## src/rtl/conv_channel_ctrl.sv

```systemverilog
// Job sequencer for a 4-channel conv + adder-tree unit: weight load, window admission, result drain.
// Optional DRAIN watchdog with sticky timeout_err is enabled by defining CONV_CTRL_TIMEOUT_EN.
module conv_channel_ctrl #(
  parameter int DataWidth  = 32,
  parameter int InputDim   = 4,
  parameter int KernelSize = 9,
  parameter int CountWidth = 16,
  parameter int WAddrWidth = 8
`ifdef CONV_CTRL_TIMEOUT_EN
  ,parameter int TimeoutCycles = 1024
`endif
) (
  input  logic                          Clk,
  input  logic                          Rst,
  input  logic                          start,
  input  logic [CountWidth-1:0]         num_windows,
  input  logic [WAddrWidth-1:0]         weight_base,
  output logic                          busy,
  output logic                          done,
  output logic                          wmem_rd_en,
  output logic [WAddrWidth-1:0]         wmem_addr,
  input  logic [InputDim*DataWidth-1:0] wmem_rdata,
  input  logic                          src_valid,
  output logic                          src_ready,
  output logic [InputDim*DataWidth-1:0] conv_weight_in,
  output logic                          conv_weight_valid,
  output logic                          conv_window_valid,
  input  logic                          conv_result_ready,
`ifdef CONV_CTRL_TIMEOUT_EN
  output logic                          timeout_err,
`endif
  output logic [CountWidth-1:0]         result_count
);

  localparam int TapW = $clog2(KernelSize + 1);

  typedef enum logic [2:0] {IDLE, LOAD, RUN, DRAIN, DONE} state_t;

  state_t                state;
  logic [TapW-1:0]       tap;
  logic [CountWidth-1:0] nw_q;
  logic [CountWidth-1:0] issued;
`ifdef CONV_CTRL_TIMEOUT_EN
  localparam int WdW = $clog2(TimeoutCycles + 1);
  logic [WdW-1:0] wd;
`endif

  // Memory read data lands the cycle after the strobe, which is when conv_weight_valid is high.
  assign conv_weight_in    = wmem_rdata;
  assign conv_window_valid = src_valid & src_ready;

  always_ff @(posedge Clk) begin
    if (Rst) begin
      state             <= IDLE;
      tap               <= '0;
      nw_q              <= '0;
      issued            <= '0;
      busy              <= 1'b0;
      done              <= 1'b0;
      wmem_rd_en        <= 1'b0;
      wmem_addr         <= '0;
      src_ready         <= 1'b0;
      conv_weight_valid <= 1'b0;
      result_count      <= '0;
`ifdef CONV_CTRL_TIMEOUT_EN
      wd                <= '0;
      timeout_err       <= 1'b0;
`endif
    end else begin
      conv_weight_valid <= wmem_rd_en;
      done              <= 1'b0;
      case (state)
        IDLE: if (start) begin
          nw_q         <= num_windows;
          issued       <= '0;
          result_count <= '0;
          busy         <= 1'b1;
`ifdef CONV_CTRL_TIMEOUT_EN
          timeout_err  <= 1'b0;
`endif
          if (num_windows == '0) begin
            state <= DONE;
            done  <= 1'b1;
          end else begin
            state      <= LOAD;
            wmem_rd_en <= 1'b1;
            wmem_addr  <= weight_base;
            tap        <= '0;
          end
        end
        LOAD: begin
          if (tap == TapW'(KernelSize - 1)) begin
            wmem_rd_en <= 1'b0;
            src_ready  <= 1'b1;
            state      <= RUN;
          end else begin
            tap       <= tap + 1'b1;
            wmem_addr <= wmem_addr + 1'b1;
          end
        end
        RUN: begin
          if (conv_result_ready) result_count <= result_count + 1'b1;
          if (conv_window_valid) begin
            issued <= issued + 1'b1;
            if (issued + 1'b1 == nw_q) begin
              src_ready <= 1'b0;
              state     <= DRAIN;
`ifdef CONV_CTRL_TIMEOUT_EN
              wd        <= '0;
`endif
            end
          end
        end
        DRAIN: begin
          if (conv_result_ready) result_count <= result_count + 1'b1;
          // Leave on the same edge that the final strobe is counted.
          if (result_count == nw_q || (conv_result_ready && result_count + 1'b1 == nw_q)) begin
            state <= DONE;
            done  <= 1'b1;
          end
`ifdef CONV_CTRL_TIMEOUT_EN
          else if (conv_result_ready) wd <= '0;
          else if (wd == WdW'(TimeoutCycles - 1)) begin
            state       <= DONE;
            done        <= 1'b1;
            timeout_err <= 1'b1;
          end else wd <= wd + 1'b1;
`endif
        end
        DONE: begin
          busy  <= 1'b0;
          state <= IDLE;
        end
        default: state <= IDLE;
      endcase
    end
  end

endmodule

```

## config.mk

```make
export PLATFORM = sky130hd
export DESIGN_NAME = conv_channel_ctrl
export DESIGN_NICKNAME = d
export VERILOG_FILES = /design/src/rtl/conv_channel_ctrl.sv
export SDC_FILE = /design/constraint.sdc
export NUM_CORES = 1
export LEC_CHECK = 0
export ABC_AREA = 1
export CAP_MARGIN = 20
export CORE_MARGIN = 3
export CORE_UTILIZATION = 40
export CTS_BUF_LIST = sky130_fd_sc_hd__clkbuf_4
export DETAILED_ROUTE_END_ITERATION = 8
export PLACE_DENSITY = 0.82
export SLEW_MARGIN = 30
export SYNTH_ARGS = -nofsm -noshare
export SYNTH_HDL_FRONTEND = slang
export SYNTH_SLANG_ARGS = --single-unit
```

## constraint.sdc

```tcl
create_clock -name Clk -period 2.2 [get_ports Clk]
set_input_delay 0.66 -clock Clk [delete_from_list [all_inputs] [get_ports Clk]]
set_output_delay 0.66 -clock Clk [all_outputs]
set_load 0.1 [all_outputs]
```

==> impl_metrics.prom, run 1 <==
# TYPE chip_impl_metric gauge
chip_impl_metric{name="max-clock-path-buffers",unit=""} 2
chip_impl_metric{name="antenna_found_initial",unit=""} 0
chip_impl_metric{name="worst-endpoint-arrival",unit="ps"} 1460
chip_impl_metric{name="clock_tree.htree_level_count",unit=""} 3
chip_impl_metric{name="leakage",unit="nW"} 2.55
chip_impl_metric{name="worst_r2r_path_depth",unit=""} 16
chip_impl_metric{name="clk_transition_reported_paths",unit="ps"} 110
chip_impl_metric{name="final_antenna_net_count",unit=""} 0
chip_impl_metric{name="worst_ir_drop_vdd",unit="V"} 0.000867
chip_impl_metric{name="max_slew_headroom",unit="%"} 57.0
chip_impl_metric{name="cts_num_sinks",unit=""} 68
chip_impl_metric{name="drt-initial-drc-count",unit=""} 424
chip_impl_metric{name="final-hold-violation-count",unit=""} 0
chip_impl_info{name="top_usage_layer_grt",value="met2"} 1
chip_impl_metric{name="cts-buffers-inserted",unit=""} 9
chip_impl_info{name="rsz0062_at_grt",value="yes"} 1
chip_impl_metric{name="timing.reg2reg.setup_slack",unit="ps"} 90
chip_impl_info{name="cts_tree",value="built"} 1
chip_impl_metric{name="hold_depth",unit=""} 2
chip_impl_metric{name="ys_async_sr_fraction",unit="%"} 0
chip_impl_metric{name="fin_skew",unit="ps"} 14.7
chip_impl_metric{name="max_cap_violations",unit=""} 0
chip_impl_metric{name="die-area",unit="µm²"} 14900
chip_impl_metric{name="yosys_warnings",unit=""} 0
chip_impl_metric{name="grt_overflow",unit=""} 0
chip_impl_metric{name="fin_nets",unit=""} 997
chip_impl_info{name="status",value="complete, no violations"} 1
chip_impl_metric{name="area_growth_syn_to_layout",unit="%"} 13.5
chip_impl_metric{name="totalNegativeSetupSlack",unit="ps"} 0
chip_impl_metric{name="die_height",unit="µm"} 122
chip_impl_metric{name="post-dp-hpwl",unit="µm"} 10800
chip_impl_metric{name="synthDistinctLibCells",unit=""} 38
chip_impl_metric{name="grt_use_met1",unit="%"} 23.2
chip_impl_metric{name="drt_pass1_iterations",unit=""} 5
chip_impl_metric{name="period_needed",unit="ps"} 2120
chip_impl_metric{name="power",unit="mW"} 5.80
chip_impl_metric{name="ys_ff_latch",unit=""} 68
chip_impl_metric{name="global_route.usage.total",unit="%"} 18.5
chip_impl_metric{name="pin_count_of_the_biggest_net_entering_global_routing",unit=""} 31
chip_impl_metric{name="grt_pass1_vias",unit=""} 4729
chip_impl_info{name="rr_startpoint",value="result_count[0]$_SDFFE_PP0P_"} 1
chip_impl_metric{name="antenna_cells_inserted",unit=""} 0
chip_impl_metric{name="finalMaxSlewViolations",unit=""} 0
chip_impl_info{name="startpoint_type",value="input pin"} 1
chip_impl_info{name="cp-end-kind",value="output pin"} 1
chip_impl_info{name="synth_top_cells_by_count",value="sky130_fd_sc_hd__nand2_1, sky130_fd_sc_hd__buf_4, sky130_fd_sc_hd__inv_1, sky130_fd_sc_hd__nor2_1, sky130_fd_sc_hd__dfxtp_1"} 1
chip_impl_metric{name="min_period_over_period",unit="%"} 96.6
chip_impl_metric{name="synthCells",unit=""} 849
chip_impl_metric{name="syn_nets",unit=""} 1011
chip_impl_metric{name="synth-seq-area-share",unit="%"} 25.2
chip_impl_metric{name="met3_usage",unit="%"} 6.08
chip_impl_metric{name="floorplan.initialDensity",unit="%"} 41.8
chip_impl_metric{name="wire_per_inst",unit="µm"} 13.9
chip_impl_metric{name="layout-drive-gt1-share",unit="%"} 22.7
chip_impl_metric{name="cts_hold_repair.buffers",unit=""} 0
chip_impl_metric{name="vias",unit=""} 5209
chip_impl_info{name="root_buffer",value="sky130_fd_sc_hd__clkbuf_4"} 1
chip_impl_metric{name="grtUsageMet2",unit="%"} 29.8
chip_impl_info{name="post-synth-top-count-cell",value="sky130_fd_sc_hd__nand2_1"} 1
chip_impl_metric{name="via_per_inst",unit=""} 5.15
chip_impl_metric{name="fp.coreArea",unit="µm²"} 12900
chip_impl_metric{name="place_congestion",unit=""} 0.974
chip_impl_metric{name="worst_skew_late_latency",unit="ps"} 440
chip_impl_metric{name="crit_path_max_fanout",unit=""} 3
chip_impl_metric{name="cell_area_after_synthesis",unit="µm²"} 5400
chip_impl_metric{name="synth-edff-count",unit=""} 0
chip_impl_metric{name="setup_viol",unit=""} 0
chip_impl_metric{name="worstPathRequired",unit="ps"} 1540
chip_impl_metric{name="die_x",unit="µm"} 122
chip_impl_metric{name="io_buffers",unit=""} 58
chip_impl_info{name="synthFlopType",value="sky130_fd_sc_hd__dfxtp_1"} 1
chip_impl_metric{name="wire_length_of_the_first_global_routing_pass",unit="µm"} 22000
chip_impl_metric{name="ioPinCount",unit=""} 315
chip_impl_metric{name="highest_clock_frequency_the_design_can_meet",unit="MHz"} 471
chip_impl_info{name="worst_r2r_endpoint",value="state[0]$_SDFFE_PP0P_"} 1
chip_impl_info{name="timing.hold.worst.class",value="reg2reg"} 1
chip_impl_info{name="worstSetupStartpoint",value="src_valid"} 1
chip_impl_metric{name="timing_worst_slew_pin_value",unit="ps"} 644
chip_impl_info{name="ys_top_cells_by_area",value="sky130_fd_sc_hd__dfxtp_1, sky130_fd_sc_hd__buf_4, sky130_fd_sc_hd__nand2_1"} 1
chip_impl_metric{name="routed_wirelength",unit="µm"} 14100
chip_impl_metric{name="syn_avg_cell_area",unit="µm²"} 6.36
chip_impl_metric{name="drc",unit=""} 0
chip_impl_info{name="worstSetupEndpoint",value="conv_window_valid"} 1
chip_impl_metric{name="row_count",unit=""} 41
chip_impl_info{name="path_class",value="in2out"} 1
chip_impl_info{name="synth_largest_area_cell",value="sky130_fd_sc_hd__dfxtp_1"} 1
chip_impl_metric{name="pwr_density_cell",unit="nW/µm²"} 946
chip_impl_metric{name="synth.top_cell.area_share",unit="%"} 25.2
[layout by cell type (no fill, tap or decap), types with 3 or more instances in the layout]
cell and count:
sky130_fd_sc_hd__nor2_1 62, sky130_fd_sc_hd__a211oi_1 3, sky130_fd_sc_hd__xnor2_1 9, sky130_fd_sc_hd__nand3_1 59, sky130_fd_sc_hd__inv_2 3, sky130_fd_sc_hd__or2_2 5
sky130_fd_sc_hd__a21oi_1 56, sky130_fd_sc_hd__clkbuf_4 10, sky130_fd_sc_hd__xor2_1 11, sky130_fd_sc_hd__nand3_2 4, sky130_fd_sc_hd__clkinv_2 3, sky130_fd_sc_hd__nand2_4 3
sky130_fd_sc_hd__nor4_1 4, sky130_fd_sc_hd__nand2_1 196, sky130_fd_sc_hd__nand2_2 13, sky130_fd_sc_hd__inv_1 90, sky130_fd_sc_hd__nor2_4 9, sky130_fd_sc_hd__buf_4 69
sky130_fd_sc_hd__clkdlybuf4s50_1 28, sky130_fd_sc_hd__nand3b_1 4, sky130_fd_sc_hd__a31oi_1 5, sky130_fd_sc_hd__nor3_1 11, sky130_fd_sc_hd__nor2_2 13, sky130_fd_sc_hd__a221oi_1 3
sky130_fd_sc_hd__dfxtp_4 7, sky130_fd_sc_hd__nand4_1 13, sky130_fd_sc_hd__o21ai_0 42, sky130_fd_sc_hd__dfxtp_2 21, sky130_fd_sc_hd__buf_12 19, sky130_fd_sc_hd__ha_1 3
sky130_fd_sc_hd__dfxtp_1 40
[how the worst min path moves through the flow]
stage	startpoint	to	slack (ps)
detailed placement	wmem_rd_en$_SDFFE_PP0P_	conv_weight_valid$_SDFF_PP0_	470
floorplan	issued[10]$_SDFFE_PP0P_	issued[10]$_SDFFE_PP0P_	470
CTS	issued[1]$_SDFFE_PP0P_	issued[1]$_SDFFE_PP0P_	490
finish	busy$_SDFFE_PP0P_	busy$_SDFFE_PP0P_	490
global route	issued[8]$_SDFFE_PP0P_	issued[8]$_SDFFE_PP0P_	520
global placement	busy$_SDFFE_PP0P_	busy$_SDFFE_PP0P_	480
[sequential cells by signal, summed over array words and instances, names as in the netlist]
name / flops
wmem_addr: 8
done: 1
result_count: 16
conv_weight_valid: 1
src_ready: 1
tap: 4
busy: 1
issued: 16
nw_q: 16
state: 3
wmem_rd_en: 1
[layout make-up]
type | instances | area (µm²)
clock buffers | 10 | 75.1
well taps | 172 | 215
multi-input cells | 543 | 2790
flip-flops and latches | 68 | 1410
fillers | 1271 | 6800
repair buffers | 118 | 1200
clock inverters | 6 | 78.8
inverters | 95 | 360
[critical path, stage by stage]
cell and delay, ps:
sky130_fd_sc_hd__clkdlybuf4s50_1 470, sky130_fd_sc_hd__nand2_2 90, sky130_fd_sc_hd__inv_2 80, sky130_fd_sc_hd__buf_12 170
[through the flow]
step / cells / hold slack [ps] / util [%] / cell area [µm²] / setup slack [ps]
6_report: 1012 / 493 / 47.4 / 6130 / 75.6
3_5_place_dp: 988 / 475 / 44.6 / 5760 / -271
5_1_grt: 1012 / 517 / 47.4 / 6130 / -68.7
4_1_cts: 1004 / 493 / 45.8 / 5920 / 12.0
3_3_place_gp: 988 / 476 / 44.6 / 5760 / -241
2_1_floorplan: 849 / 467 / - / 5430 / 37.4
[repair_timing]
| item | 4_1_cts | 5_1_grt |
|---|---|---|
| endpoints found under the setup margin | 1 | 7 |
| setup buffers | 0 | 7 |
| gates resized for setup | 2 | 47 |
| gates cloned | 0 | 1 |
| pin swaps | 1 | 15 |
[kinds of logic (layout without fill, tap and decap cells)]
logic type | count (synthesis) | after routing | synth area share [%]
simple gates | 400 | 401 | 33.2
buf+inv | 239 | 229 | 25.6
compound gates | 116 | 116 | 11.5
flops | 68 | 68 | 25.2
xor+xnor | 21 | 21 | 3.41
fa+ha+maj | 5 | 5 | 1.16
[layer usage]
metal	up-vias	share of wire, %
met1	2337	41
met5	-	0
met4	0	2.4
met3	53	11
li1	2563	-
met2	256	45
[power breakdown]
group / total [mW] / internal [mW] / switching, mW
Clock: 0.927 / 0.464 / 0.463
Combinational: 3.20 / 1.09 / 2.11
Sequential: 1.67 / 1.45 / 0.224
Total: 5.80 / 3.00 / 2.80
(Power assumes the default switching activity.)
==> run 2, diff against run 1 <==
--- a/config.mk
+++ b/config.mk
@@ -7,11 +7,15 @@
 export LEC_CHECK = 0
 export ABC_AREA = 1
 export CAP_MARGIN = 20
+export CELL_PAD_IN_SITES_DETAIL_PLACEMENT = 1
+export CELL_PAD_IN_SITES_GLOBAL_PLACEMENT = 1
 export CORE_MARGIN = 3
-export CORE_UTILIZATION = 40
+export CORE_UTILIZATION = 26
 export CTS_BUF_LIST = sky130_fd_sc_hd__clkbuf_4
 export DETAILED_ROUTE_END_ITERATION = 8
 export PLACE_DENSITY = 0.82
+export RECOVER_POWER = 50
+export REMOVE_ABC_BUFFERS = 1
 export SLEW_MARGIN = 30
 export SYNTH_ARGS = -nofsm -noshare
 export SYNTH_HDL_FRONTEND = slang
==> impl_metrics.prom, run 2 (synthesis results as in run 1) <==
# TYPE chip_impl_metric gauge
chip_impl_info{name="status",value="finished, violations left"} 1
chip_impl_info{name="failed_checks",value="negative setup slack"} 1
chip_impl_metric{name="io_buffers",unit=""} 58
chip_impl_metric{name="setup_viol",unit=""} 2
chip_impl_metric{name="pin_count_of_the_biggest_net_entering_global_routing",unit=""} 31
chip_impl_metric{name="fp.coreArea",unit="µm²"} 20300
chip_impl_metric{name="vias",unit=""} 5826
chip_impl_metric{name="max_cap_violations",unit=""} 0
chip_impl_metric{name="area_taken_by_multi_input_logic_gates",unit="µm²"} 2900
chip_impl_metric{name="final_antenna_net_count",unit=""} 0
chip_impl_metric{name="dpl_worst_slack",unit="ps"} -685
chip_impl_metric{name="max-clock-path-buffers",unit=""} 2
chip_impl_metric{name="wire_length_of_the_first_global_routing_pass",unit="µm"} 46500
chip_impl_metric{name="die_height",unit="µm"} 150
chip_impl_metric{name="clk_transition_reported_paths",unit="ps"} 130
chip_impl_metric{name="clock_tree.htree_level_count",unit=""} 3
chip_impl_metric{name="floorplan.initialDensity",unit="%"} 26.6
chip_impl_metric{name="post-dp-hpwl",unit="µm"} 30800
chip_impl_info{name="timing.hold.worst.class",value="reg2reg"} 1
chip_impl_info{name="layout.cells.most_common",value="sky130_fd_sc_hd__nand2_1"} 1
chip_impl_metric{name="routed_wirelength",unit="µm"} 35800
chip_impl_metric{name="area_growth_syn_to_layout",unit="%"} 22.5
chip_impl_metric{name="antenna_cells_inserted",unit=""} 0
chip_impl_metric{name="grt_pass1_vias",unit=""} 5567
chip_impl_metric{name="final_design_area_no_fill",unit="µm²"} 6620
chip_impl_metric{name="detailed_place.area",unit="µm²"} 6070
chip_impl_info{name="cp-end-kind",value="flip-flop"} 1
chip_impl_metric{name="worst-endpoint-arrival",unit="ps"} 2650
chip_impl_metric{name="via_per_inst",unit=""} 5.15
chip_impl_metric{name="dp.cells",unit=""} 1100
chip_impl_metric{name="row_count",unit=""} 52
chip_impl_metric{name="place_congestion",unit=""} 0.955
chip_impl_metric{name="antenna_found_initial",unit=""} 0
chip_impl_info{name="mostFrequentLayoutCells",value="sky130_fd_sc_hd__nand2_1, sky130_fd_sc_hd__inv_1, sky130_fd_sc_hd__buf_4, sky130_fd_sc_hd__nor2_1, sky130_fd_sc_hd__a21oi_1"} 1
chip_impl_info{name="worstSetupStartpoint",value="result_count[0]$_SDFFE_PP0P_"} 1
chip_impl_metric{name="final-hold-violation-count",unit=""} 0
chip_impl_metric{name="final.fill_count",unit=""} 2572
chip_impl_metric{name="seq_area",unit="µm²"} 1380
chip_impl_metric{name="pwr_density_cell",unit="nW/µm²"} 946
chip_impl_metric{name="timing.reg2reg.setup_slack",unit="ps"} -80
chip_impl_metric{name="fin_nets",unit=""} 1018
chip_impl_info{name="startpoint_type",value="flip-flop"} 1
chip_impl_metric{name="wire_per_inst",unit="µm"} 31.6
chip_impl_metric{name="max_slew_headroom",unit="%"} 41.3
chip_impl_metric{name="drc",unit=""} 0
chip_impl_info{name="path_class",value="reg2reg"} 1
chip_impl_metric{name="grt_overflow",unit=""} 0
chip_impl_metric{name="die-area",unit="µm²"} 22500
chip_impl_metric{name="drt-initial-drc-count",unit=""} 309
chip_impl_metric{name="finalMaxSlewViolations",unit=""} 0
chip_impl_metric{name="die_x",unit="µm"} 150
chip_impl_metric{name="layout-drive-gt1-share",unit="%"} 25.3
chip_impl_metric{name="cts_hold_repair.buffers",unit=""} 0
chip_impl_metric{name="leakage",unit="nW"} 2.70
chip_impl_metric{name="worst_skew_late_latency",unit="ps"} 470
chip_impl_info{name="rr_startpoint",value="result_count[0]$_SDFFE_PP0P_"} 1
chip_impl_info{name="root_buffer",value="sky130_fd_sc_hd__clkbuf_4"} 1
chip_impl_metric{name="cts-buffers-inserted",unit=""} 9
chip_impl_metric{name="highest_clock_frequency_the_design_can_meet",unit="MHz"} 438
chip_impl_info{name="cts_tree",value="built"} 1
chip_impl_metric{name="final_worst_setup_slack",unit="ps"} -81.1
chip_impl_metric{name="min_period_over_period",unit="%"} 104
chip_impl_metric{name="crit_path_max_fanout",unit=""} 5
chip_impl_metric{name="cts_num_sinks",unit=""} 68
chip_impl_metric{name="global_route.usage.total",unit="%"} 30.6
chip_impl_info{name="rsz0062_at_grt",value="yes"} 1
chip_impl_metric{name="timing_worst_slew_pin_value",unit="ps"} 881
chip_impl_info{name="layout_top_registers",value="issued: 16 flops, nw_q: 16 flops, result_count: 16 flops"} 1
chip_impl_metric{name="worstPathRequired",unit="ps"} 2570
chip_impl_metric{name="fin_skew",unit="ps"} 18.4
chip_impl_info{name="worst_hold_startpoint",value="wmem_rd_en$_SDFFE_PP0P_"} 1
chip_impl_metric{name="worst_ir_drop_vdd",unit="V"} 0.000996
chip_impl_metric{name="ioPinCount",unit=""} 315
chip_impl_metric{name="period_needed",unit="ps"} 2280
chip_impl_metric{name="number_of_cells_in_the_finished_layout_apart_from_fillers",unit=""} 1131
chip_impl_metric{name="drt_pass1_iterations",unit=""} 6
-- run 2: cell type report --
| class | count | share of cell area (%) |
|---|---|---|
| Clock buffer | 9 | 1.02 |
| Inverter | 95 | 5.45 |
| Tap cell | 270 | 5.11 |
| Multi-Input combinational cell | 544 | 43.8 |
| Sequential cell | 68 | 20.9 |
| Clock inverter | 7 | 1.38 |
| Timing Repair Buffer | 138 | 22.3 |
-- run 2: per-stage QoR --
step                setup TNS [ps]  util, %  power [mW]  hold slack, ps
floorplan                    -2670        -        3.70             461
global placement             -6420     29.9        4.93             454
detailed placement           -8550     29.9        5.03             451
CTS                          -14.8     31.0        6.07             486
global route                  -638     32.6        6.67             519
finish                        -101     32.6        6.26             476
-- run 2: what timing repair did --
item,4_1_cts,5_1_grt
cloned,0,2
endpoints found under the setup margin,13,12
pin swaps,3,32
gates resized for setup,13,68
setup buffers,2,11
-- run 2: worst max-delay path: stages (launching register included) --
cell                         delay, ps
sky130_fd_sc_hd__dfxtp_2           370
sky130_fd_sc_hd__buf_4             170
sky130_fd_sc_hd__clkinvlp_4        130
sky130_fd_sc_hd__nor2_4            170
sky130_fd_sc_hd__nand3_1           140
sky130_fd_sc_hd__nand2_1           100
sky130_fd_sc_hd__nand2_1            60
sky130_fd_sc_hd__nor2_1            110
sky130_fd_sc_hd__nand3_1           100
sky130_fd_sc_hd__nor2_2            160
sky130_fd_sc_hd__nand2_2           120
sky130_fd_sc_hd__a21oi_1           240
sky130_fd_sc_hd__nor2_1            100
sky130_fd_sc_hd__a211oi_1          230
-- run 2: layer usage --
layer  vias up  global-route usage (%)  wire length [µm]
met4        16                    18.7              2690
li1       2614                       -                 -
met1      2688                    26.0             10400
met2       420                    41.0             13700
met3        88                    34.3              8570
met5         -                    15.7               436
-- run 2: final timing paths --
check	depth (start not counted)	end
min reg2reg	2	conv_weight_valid$_SDFF_PP0_
min	2	conv_weight_valid$_SDFF_PP0_
max reg2reg	13	done$_SDFF_PP0_
max	13	done$_SDFF_PP0_
-- run 2: power breakdown --
part	switching [mW]	internal, mW	total [mW]
logic	2.28	1.29	3.57
registers	0.251	1.45	1.70
clock network	0.537	0.454	0.991
total	3.07	3.19	6.26
==> run 3, diff against run 2 <==
--- a/config.mk
+++ b/config.mk
@@ -13,7 +13,7 @@
 export CORE_UTILIZATION = 26
 export CTS_BUF_LIST = sky130_fd_sc_hd__clkbuf_4
 export DETAILED_ROUTE_END_ITERATION = 8
-export PLACE_DENSITY = 0.82
+export PLACE_DENSITY = 0.93
 export RECOVER_POWER = 50
 export REMOVE_ABC_BUFFERS = 1
 export SLEW_MARGIN = 30
==> impl_metrics.prom, run 3 (synthesis results as in run 1) <==
# TYPE chip_impl_metric gauge
chip_impl_info{name="status",value="finished, violations left"} 1
chip_impl_info{name="failed_checks",value="negative setup slack"} 1
chip_impl_metric{name="vias",unit=""} 5976
chip_impl_metric{name="antenna_found_initial",unit=""} 0
chip_impl_metric{name="drt_pass1_iterations",unit=""} 6
chip_impl_metric{name="finalMaxSlewViolations",unit=""} 0
chip_impl_metric{name="die-area",unit="µm²"} 22500
chip_impl_metric{name="ioPinCount",unit=""} 315
chip_impl_metric{name="timing_worst_slew_pin_value",unit="ps"} 905
chip_impl_info{name="cp-end-kind",value="flip-flop"} 1
chip_impl_metric{name="die_height",unit="µm"} 150
chip_impl_info{name="layout.cells.most_common",value="sky130_fd_sc_hd__nand2_1"} 1
chip_impl_metric{name="layout-drive-gt1-share",unit="%"} 26.4
chip_impl_metric{name="place_congestion",unit=""} 0.962
chip_impl_metric{name="worst_skew_late_latency",unit="ps"} 480
chip_impl_info{name="path_class",value="reg2reg"} 1
chip_impl_info{name="worst_hold_startpoint",value="busy$_SDFFE_PP0P_"} 1
chip_impl_metric{name="clk_transition_reported_paths",unit="ps"} 120
chip_impl_info{name="rsz0062_at_grt",value="yes"} 1
chip_impl_metric{name="floorplan.initialDensity",unit="%"} 26.6
chip_impl_metric{name="wire_length_of_the_first_global_routing_pass",unit="µm"} 48200
chip_impl_info{name="rr_startpoint",value="result_count[5]$_SDFFE_PP0P_"} 1
chip_impl_info{name="mostFrequentLayoutCells",value="sky130_fd_sc_hd__nand2_1, sky130_fd_sc_hd__inv_1, sky130_fd_sc_hd__buf_4, sky130_fd_sc_hd__a21oi_1, sky130_fd_sc_hd__nand3_1"} 1
chip_impl_metric{name="leakage",unit="nW"} 2.65
chip_impl_info{name="layout_top_registers",value="issued: 16 flops, nw_q: 16 flops, result_count: 16 flops"} 1
chip_impl_metric{name="clock_tree.htree_level_count",unit=""} 3
chip_impl_metric{name="cts_num_sinks",unit=""} 68
chip_impl_metric{name="final_design_area_no_fill",unit="µm²"} 6530
chip_impl_metric{name="drc",unit=""} 0
chip_impl_metric{name="fin_skew",unit="ps"} 15.0
chip_impl_metric{name="antenna_cells_inserted",unit=""} 0
chip_impl_metric{name="max_slew_headroom",unit="%"} 39.7
chip_impl_metric{name="io_buffers",unit=""} 58
chip_impl_metric{name="die_x",unit="µm"} 150
chip_impl_metric{name="final_worst_setup_slack",unit="ps"} -35.6
chip_impl_metric{name="worst_ir_drop_vdd",unit="V"} 0.00107
chip_impl_info{name="startpoint_type",value="flip-flop"} 1
chip_impl_metric{name="number_of_cells_in_the_finished_layout_apart_from_fillers",unit=""} 1122
chip_impl_metric{name="cts-buffers-inserted",unit=""} 9
chip_impl_metric{name="final-hold-violation-count",unit=""} 0
chip_impl_metric{name="setup_viol",unit=""} 3
chip_impl_metric{name="wire_per_inst",unit="µm"} 33.3
chip_impl_metric{name="crit_path_max_fanout",unit=""} 7
chip_impl_metric{name="period_needed",unit="ps"} 2240
chip_impl_metric{name="worst-endpoint-arrival",unit="ps"} 2650
chip_impl_metric{name="pwr_density_cell",unit="nW/µm²"} 942
chip_impl_metric{name="min_period_over_period",unit="%"} 102
chip_impl_metric{name="dp.cells",unit=""} 1093
chip_impl_info{name="worstSetupStartpoint",value="result_count[5]$_SDFFE_PP0P_"} 1
chip_impl_metric{name="final_antenna_net_count",unit=""} 0
chip_impl_metric{name="worstPathRequired",unit="ps"} 2610
chip_impl_metric{name="area_growth_syn_to_layout",unit="%"} 20.9
chip_impl_metric{name="power",unit="mW"} 6.15
chip_impl_metric{name="seq_area",unit="µm²"} 1400
chip_impl_metric{name="fin_nets",unit=""} 1009
chip_impl_info{name="root_buffer",value="sky130_fd_sc_hd__clkbuf_4"} 1
chip_impl_metric{name="via_per_inst",unit=""} 5.33
chip_impl_metric{name="max_cap_violations",unit=""} 0
chip_impl_metric{name="area_taken_by_multi_input_logic_gates",unit="µm²"} 2930
chip_impl_metric{name="fp.coreArea",unit="µm²"} 20300
chip_impl_metric{name="grt_overflow",unit=""} 0
chip_impl_metric{name="final.fill_count",unit=""} 2583
chip_impl_metric{name="row_count",unit=""} 52
chip_impl_metric{name="timing.reg2reg.setup_slack",unit="ps"} -40
chip_impl_metric{name="highest_clock_frequency_the_design_can_meet",unit="MHz"} 447
chip_impl_metric{name="drt-initial-drc-count",unit=""} 355
chip_impl_metric{name="grt_pass1_vias",unit=""} 5815
chip_impl_metric{name="pin_count_of_the_biggest_net_entering_global_routing",unit=""} 31
chip_impl_metric{name="totalNegativeSetupSlack",unit="ps"} -87.6
chip_impl_metric{name="max-clock-path-buffers",unit=""} 2
chip_impl_info{name="cts_tree",value="built"} 1
chip_impl_info{name="timing.hold.worst.class",value="reg2reg"} 1
chip_impl_metric{name="routed_wirelength",unit="µm"} 37300
chip_impl_metric{name="detailed_place.area",unit="µm²"} 5980
chip_impl_metric{name="post-dp-hpwl",unit="µm"} 31500
chip_impl_metric{name="global_route.usage.total",unit="%"} 31.7
## run 3: repair_timing
item,4_1_cts,5_1_grt
hold buffers,0,0
gates cloned,0,1
buffers inserted,0,13
pin swaps,7,32
setup endpoints to repair,11,15
resized for setup,37,68
## run 3: critical path, stage by stage (launching register included)
cell and delay [ps]:
sky130_fd_sc_hd__dfxtp_4 390, sky130_fd_sc_hd__buf_4 120, sky130_fd_sc_hd__nand2_1 120, sky130_fd_sc_hd__nor2_4 260, sky130_fd_sc_hd__nand3_2 100, sky130_fd_sc_hd__nand2_1 80, sky130_fd_sc_hd__nand2_1 60, sky130_fd_sc_hd__nor2_1 150
sky130_fd_sc_hd__nand3_1 100, sky130_fd_sc_hd__nor2_2 160, sky130_fd_sc_hd__nand2_2 120, sky130_fd_sc_hd__nand3_4 100, sky130_fd_sc_hd__nand4_4 140, sky130_fd_sc_hd__nand2_1 100, sky130_fd_sc_hd__inv_1 40, sky130_fd_sc_hd__nor2_1 100
## run 3: metrics by stage
| step | utilization (%) | worst slack, ps | hold slack, ps |
|---|---|---|---|
| final | 32.2 | -35.6 | 478 |
| after floorplan | - | -518 | 461 |
| after CTS | 30.7 | 0.906 | 481 |
| after detailed placement | 29.5 | -595 | 452 |
| after global routing | 32.2 | -186 | 516 |
| after global placement | 29.5 | -477 | 444 |
## run 3: final cells by class
type	count	area share, %
clock buffers	11	1.26
clock inverters	5	0.805
inverters	95	5.50
multi-input cells	543	44.9
flip-flops and latches	68	21.4
well taps	270	5.17
repair buffers	130	21.0
## run 3: report_power, final
part | total (mW) | internal, mW | switching (mW)
logic | 3.55 | 1.19 | 2.37
clock network | 0.890 | 0.365 | 0.525
registers | 1.71 | 1.44 | 0.265
## run 3: path summary, 6_finish.rpt
kind | depth (start not counted) | to
worst max-delay path | 15 | state[0]$_SDFFE_PP0P_
worst min-delay path | 2 | busy$_SDFFE_PP0P_
worst max register to register | 15 | state[0]$_SDFFE_PP0P_
worst min register to register | 2 | busy$_SDFFE_PP0P_
## run 3: per-layer routing
metal  share of wire, %  global-route usage (%)
met1                 30                    28.2
met2                 39                    44.4
met3                 22                    31.7
met4                7.2                    17.2
met5                1.3                    18.0
